File: src/rtl/axis_pkg.sv
// Shared AXIS helpers: width legality check and lane-index width sizing.
package axis_pkg;

  // True when a wide bus splits evenly into two or more narrow lanes.
  function automatic bit widths_ok(input int unsigned in_w, input int unsigned out_w);
    if (out_w == 0) return 1'b0;
    if ((in_w % out_w) != 0) return 1'b0;
    return (in_w / out_w) >= 2;
  endfunction

  // Index width for n lanes, never narrower than one bit.
  function automatic int unsigned clog2_min1(input int unsigned n);
    return (n <= 2) ? 1 : $clog2(n);
  endfunction

endpackage

File: src/rtl/axis_if.sv
// Minimal AXI-Stream bundle: valid/ready handshake plus data.
interface axis_if #(
  parameter int unsigned TDATA_WIDTH = 32
);
  logic                   tvalid;
  logic                   tready;
  logic [TDATA_WIDTH-1:0] tdata;

  modport m (output tvalid, output tdata, input tready);
  modport s (input tvalid, input tdata, output tready);
endinterface

File: src/rtl/axis_downsizer.sv
// AXIS width downsizer: one wide beat in, its lanes out one per beat, lane 0 first.
// Optional flush on `invalidate` is enabled by defining AXIS_DOWNSIZER_FLUSH_EN.
module axis_downsizer
  import axis_pkg::*;
(
  input  logic clk,
  input  logic rst,
  axis_if.s    axis_sif,
  axis_if.m    axis_mif,
  input  logic invalidate
);

  localparam int unsigned IN_WIDTH  = $bits(axis_sif.tdata);
  localparam int unsigned OUT_WIDTH = $bits(axis_mif.tdata);
  localparam int unsigned RATIO     = (OUT_WIDTH > 0) ? (IN_WIDTH / OUT_WIDTH) : 1;
  localparam int unsigned IDX_W     = clog2_min1(RATIO);
  localparam logic [IDX_W-1:0] LAST_IDX = IDX_W'(RATIO - 1);

  // Reject bus pairings that do not split into whole lanes.
  if (!widths_ok(IN_WIDTH, OUT_WIDTH)) begin : g_width_check
    $fatal(1, "axis_downsizer: IN_WIDTH must be a multiple (>=2x) of OUT_WIDTH");
  end

  logic [IN_WIDTH-1:0] buf_q, buf_d;
  logic                valid_q, valid_d;
  logic [IDX_W-1:0]    idx_q, idx_d;

  logic [RATIO-1:0][OUT_WIDTH-1:0] lanes;
  logic last_c;
  logic flush_c;
  logic sif_ready_c;
  logic s_hs_c;
  logic m_hs_c;

`ifdef AXIS_DOWNSIZER_FLUSH_EN
  assign flush_c = invalidate;
`else
  logic unused_invalidate;
  assign unused_invalidate = invalidate;
  assign flush_c = 1'b0;
`endif

  assign lanes  = buf_q;
  assign last_c = valid_q && (idx_q == LAST_IDX);

  // Accept a new wide beat when empty, or as the final lane leaves (zero-bubble refill).
  assign sif_ready_c = !rst && !flush_c && (!valid_q || (last_c && axis_mif.tready));
  assign s_hs_c      = axis_sif.tvalid && sif_ready_c;
  assign m_hs_c      = valid_q && axis_mif.tready;

  assign axis_sif.tready = sif_ready_c;
  assign axis_mif.tvalid = valid_q;
  assign axis_mif.tdata  = lanes[idx_q];

  // Next-state: load on input handshake, advance lane on output handshake, flush wins.
  always_comb begin
    buf_d   = buf_q;
    valid_d = valid_q;
    idx_d   = idx_q;
    if (s_hs_c) begin
      buf_d   = axis_sif.tdata;
      valid_d = 1'b1;
      idx_d   = '0;
    end else if (m_hs_c) begin
      if (last_c) begin
        valid_d = 1'b0;
        idx_d   = '0;
      end else begin
        idx_d = idx_q + IDX_W'(1);
      end
    end
    if (flush_c) begin
      valid_d = 1'b0;
      idx_d   = '0;
    end
  end

  // State registers with asynchronous reset.
  always_ff @(posedge clk or posedge rst) begin
    if (rst) begin
      buf_q   <= '0;
      valid_q <= 1'b0;
      idx_q   <= '0;
    end else begin
      buf_q   <= buf_d;
      valid_q <= valid_d;
      idx_q   <= idx_d;
    end
  end

endmodule

File: src/flat_wrapper.sv
// flat-port wrapper written by rule: the top's interface ports become plain ports
module axis_downsizer_flat import axis_pkg::*;
  (clk, rst, invalidate, axis_sif_tvalid, axis_sif_tdata, axis_sif_tready, axis_mif_tvalid, axis_mif_tdata, axis_mif_tready);
  axis_if #(.TDATA_WIDTH(64)) axis_sif_i ();
  axis_if #(.TDATA_WIDTH(32)) axis_mif_i ();
  input  logic clk;
  input  logic rst;
  input  logic invalidate;
  input wire logic [$bits(axis_sif_i.tvalid)-1:0] axis_sif_tvalid;
  input wire logic [$bits(axis_sif_i.tdata)-1:0] axis_sif_tdata;
  output wire logic [$bits(axis_sif_i.tready)-1:0] axis_sif_tready;
  output wire logic [$bits(axis_mif_i.tvalid)-1:0] axis_mif_tvalid;
  output wire logic [$bits(axis_mif_i.tdata)-1:0] axis_mif_tdata;
  input wire logic [$bits(axis_mif_i.tready)-1:0] axis_mif_tready;
  assign axis_sif_i.tvalid = axis_sif_tvalid;
  assign axis_sif_i.tdata = axis_sif_tdata;
  assign axis_sif_tready = axis_sif_i.tready;
  assign axis_mif_tvalid = axis_mif_i.tvalid;
  assign axis_mif_tdata = axis_mif_i.tdata;
  assign axis_mif_i.tready = axis_mif_tready;
  axis_downsizer u_core (.clk(clk), .rst(rst), .axis_sif(axis_sif_i), .axis_mif(axis_mif_i), .invalidate(invalidate));
endmodule
File: config.mk
export PLATFORM = sky130hd
export DESIGN_NAME = axis_downsizer_flat
export DESIGN_NICKNAME = d
export VERILOG_FILES = /design/src/rtl/axis_pkg.sv /design/src/rtl/axis_if.sv /design/src/rtl/axis_downsizer.sv /design/src/flat_wrapper.sv
export SDC_FILE = /design/constraint.sdc
export NUM_CORES = 1
export LEC_CHECK = 0
export ABC_AREA = 1
export BUFFER_PORTS_ARGS = -buffer_cell sky130_fd_sc_hd__buf_2
export CAP_MARGIN = 40
export CORE_MARGIN = 2
export CORE_UTILIZATION = 30
export DETAILED_ROUTE_END_ITERATION = 12
export GPL_ROUTABILITY_DRIVEN = 0
export SYNTH_ARGS = -nofsm -noshare
export SYNTH_HDL_FRONTEND = slang
export SYNTH_SLANG_ARGS = --single-unit
File: constraint.sdc
create_clock -name clk -period 2.38 [get_ports clk]
set_input_delay 0 -clock clk [delete_from_list [all_inputs] [get_ports clk]]
set_output_delay 0 -clock clk [all_outputs]
set_load 0.01 [all_outputs]
**Yosys cells after proc, flatten, opt, wreduce, memory -nomap -nowiden**

Index checks and enable logic that the tools add are counted.

- Output and inout bits: 34
- Bits in writable memories: 0
- Word-level logic and storage cells: 24
- Memories: 0
- Bits in registers: 66
- Latch bits: 0
- Input port bits: 69
- Memory bits (read-only): 0

- Equal/unequal tests: 0
- $add $sub $neg: 1
- Bitwise gates (word level): 0
- $lt $le $gt $ge: 1
- Reductions and logical operators: 11
- $mul: 0
- Muxes and demuxes: 8
- Shift operators: 0
- Divide/modulo/power cells: 0

Operators with widths:

| operator | count |
|---|---|
| 2-to-1 mux 32 bit | 2 |
| 2-to-1 mux 1 bit | 6 |
| logical AND 1 bit | 5 |
| nonzero test 2 bit | 2 |
| zero test 1 bit | 2 |
| less-than comparator 1 x 2 -> 1 bit (second input constant) | 1 |
| AND reduction 2 bit | 1 |
| adder 1 bit (second input constant) | 1 |
| logical OR 1 bit | 1 |

**Logic depth before layout (Yosys ltp)**

- Word-level depth: 7
- Depth in mapped cells: 8
- Mapped depth without buffers: 6

**Least setup slack after synthesis**

Ideal clock, no wire load.

- Path type: input to register
- Start point: in rst
- End point: reg u_core.buf_q[42]
- Path slack: 0.832 ns
- Required time: 2.309 ns
- Data arrival time: 1.477 ns
- Buffers on the path: 2
- Stages on the path: 5
- Library setup time: 0.071 ns
- Cell sequence: inv_1 buf_2 buf_2 nand4_1 nand2_1

- Longest elaborated chain between the ends: 3

RTL lines:

| what | line | text |
|---|---|---|
| start, declared | flat_wrapper.sv:7 | `input logic rst;` |
| zero test 1 bit | axis_downsizer.sv:47 | `assign sif_ready_c = !rst && !flush_c && (!valid_q \|\| (last_c && axis_mif.tready));` |
| logical AND 1 bit | axis_downsizer.sv:47 |  |
| logical AND 1 bit | axis_downsizer.sv:48 | `assign s_hs_c = axis_sif.tvalid && sif_ready_c;` |
| end signal, assigned | axis_downsizer.sv:85 | `buf_q <= buf_d;` |
| end, declared | axis_downsizer.sv:24 | `logic [IN_WIDTH-1:0] buf_q, buf_d;` |

No other way between the ends.
A chain may end at the register's enable or synchronous reset.

**Final worst setup path**

- Start point: reg u_core.idx_q
- End point: out axis_mif_tdata[23]

- Longest elaborated chain between the ends: 2

RTL lines:

| what | line | text |
|---|---|---|
| start, declared | axis_downsizer.sv:26 | `logic [IDX_W-1:0] idx_q, idx_d;` |
| start signal, assigned | axis_downsizer.sv:87 | `idx_q <= idx_d;` |
| 2-to-1 mux 32 bit (implied by the code) (2 in series) | axis_downsizer.sv:53 | `assign axis_mif.tdata = lanes[idx_q];` |
| end, declared | flat_wrapper.sv:13 | `output wire logic [$bits(axis_mif_i.tdata)-1:0] axis_mif_tdata;` |

No other way between the ends. The select of a mux whose other input is x is not followed.

==> results.toml <==
[run_status]
status = "complete, no violations"

[min_path]
min_path_cells = 6
hold_path_class = "in -> reg"

[power]
sw_frac_of_total = 0.412
p_leak_uw = 0.00251
seqPwrFrac = 0.393
vdd_ir_drop_max_v = 0.000403
p_comb_frac = 0.428
p_int_uw = 3010
power_uw = 5120
p_sw_uw = 2110
power_density_nw_per_um2 = 1130
p_clk_frac = 0.180

[clocking]
cts_root_buffer = "clkbuf_8"
htree_num_levels = 3
insertion_delay_ns = 0.35
post_cts_buffers = 0
clock_sinks = 66
hold_buffers = 65
cts_tree = "built"
path_clk_slew_ns = 0.07
cts_buffer_depth = 2
cts_buffers = 9
cts_resized = 0

[sta]
tightest_slew_ns = 0.607
clock_skew_ns = 0.00554
maxSlewHeadroom = 0.595
hold_slack_ns = 0.0333
setup_violations = 0
fmax_mhz = 514
timing.final.crit_share = 0.818
finalHoldViolCount = 0
final_max_slew_viol_count = 0
tns_ns = 0
rsz0062_at_grt = "no"
min_period_ns = 1.95

[worst_setup_path]
r2r_cells = 7
critical-path-top-delay-family = "buffers and inverters"
required_ns = 2.38
criticalPathCategory = "reg -> out"
slowest_stage = "dfrtp_1"
cp.depth = 5
worstPathBufferInverterCount = 3
startpoint_type = "flop"
cp.arrival_ns = 1.95
cp_max_fo = 27
crit_chain = "inv_1 -> buf_4 -> nand2_1 -> nand2_1 -> buf_2"
cpMostUsedCell = "nand2_1"
cp-end-kind = "primary output"
crit_path_max_incr_delay_ns = 0.69

[floorplanning]
fp.coreArea_sq_um = 10300
start_util = 0.309
die_width_um = 107
fp.dieH_um = 107
dieArea_sq_um = 11400
num_io_pins = 103
placementRows = 37

[cells_and_area]
num_antenna_cells = 0
final_cell_mix = "nand2_1 (229), buf_2 (101), dfrtp_1 (66), dlygate4sd3_1 (65), nand4_1 (64)"
fillers = 1034
layout_commonest_cell = "nand2_1"
final_nets = 622
design_area_sq_um = 4550
area_delta_synth_final_pct = 43.4
drive_gt1_frac = 0.230

[drt]
antenna_left = 0
vias = 3214
wl_per_cell_um = 13.2
drc = 0
firstDrtPassIters = 4
viasPerCell = 4.64
drt-total-wl_um = 9150
drtIter0Drc = 259

[global_routing]
grt_max_degree = 129
antenna_found_initial = 0
grt-ovfl-total = 0
track_usage = 0.168
grt_first_pass_wirelength_um = 15100
grt_pass1_vias = 3168

[synth]
avgSynthCellArea_sq_um = 7.87
ys_ff_latch = 66
yosys_warnings = 0
synth_cells = 403
ys_seq_area_frac = 0.521
synth-simple-area-share = 0.406
synthAdderAreaFrac = 0
synth_compound_area_frac = 0.00158
synth_fp_nets = 472
muxShareOfSynthArea = 0
synth_xor_area_frac = 0
syn_area_sq_um = 3170
synth.distinct_cells = 13
synth_top_family_by_area = "simple AND/OR/NAND/NOR gates"

[place]
place_area_sq_um = 3710
hpwl_um = 5230
port_buffers = 101

[run]
maxCapViolCount = 0
[state kept, by name, indices dropped and copies added, names as in the netlist]
name	cells
u_core.idx_q	1
u_core.axis_mif.tvalid	1
u_core.buf_q	64
[worst reg2reg max path, cell delays in order, from the launching register on]
cell and delay (ns):
dfrtp_1 0.59, inv_1 0.29, buf_4 0.37, nand2_1 0.09, nand2_1 0.06, inv_1 0.03
nand2_1 0.05, inv_1 0.04
[kinds of logic after synthesis]
group,Yosys count
AO/OA/AOI/OAI,1
buffers and inverters,39
flip-flops,66
AND/OR/NAND/NOR,297
[synth_stat cells]
cell type  instances  area (sq um)
nand2_2            2          12.5
nand4_1           64           400
inv_1              4          15.0
buf_2             14          70.1
clkbuf_1           6          22.5
nand3_1            1          5.00
buf_1              3          11.3
nand2_1          229           860
nand3_2            1          10.0
buf_6              5          56.3
a21oi_1            1          5.00
buf_4              7          52.6
dfrtp_1           66          1650
[power groups by stage]
| stage | Sequential, uW | Combinational, uW | Clock (uW) |
|---|---|---|---|
| global route | 2090 | 2520 | 999 |
| floorplan | 1930 | 1500 | 0 |
| CTS | 2010 | 2230 | 947 |
| detailed placement | 2030 | 2140 | 0 |
| global placement | 2010 | 2110 | 0 |
| finish | 2010 | 2190 | 920 |
[final timing paths]
kind                                                   start                            to  slack [ns]
worst max-delay path                u_core.idx_q$_DFFE_PP0P_            axis_mif_tdata[23]        0.43
worst min-delay path                         axis_mif_tready      u_core.idx_q$_DFFE_PP0P_        0.03
worst max register to register      u_core.idx_q$_DFFE_PP0P_      u_core.idx_q$_DFFE_PP0P_        0.76
worst min register to register  u_core.buf_q[29]$_DFFE_PP0P_  u_core.buf_q[29]$_DFFE_PP0P_        0.47
max in group asynchronous                                rst  u_core.buf_q[18]$_DFFE_PP0P_        1.50
min in group asynchronous                                rst      u_core.idx_q$_DFFE_PP0P_        0.09
[metal layers]
metal | wire [um] | global-route usage
met2 | 4430 | 0.274
met1 | 4240 | 0.215
met4 | 124 | 0.0714
met5 | 0 | 0
met3 | 357 | 0.0395
[cell type report]
type                            instances  area [sq um]  share of cell area
Clock buffer                           13           179              0.0393
Clock inverter                          2          10.0             0.00220
Inverter                                4          17.5             0.00385
Multi-Input combinational cell        298          1290               0.284
Sequential cell                        66          1650               0.363
Tap cell                              136           170              0.0374
Timing Repair Buffer                  174          1230               0.270
[stage by stage]
step           worst slack, ns  instances   util
2_1_floorplan            0.832        403      -
3_3_place_gp             0.686        613  0.361
3_5_place_dp             0.719        613  0.361
4_1_cts                  0.364        693  0.443
5_1_grt                  0.269        693  0.443
6_report                 0.433        693  0.443
No activity file was read; power rests on OpenSTA's default activity.
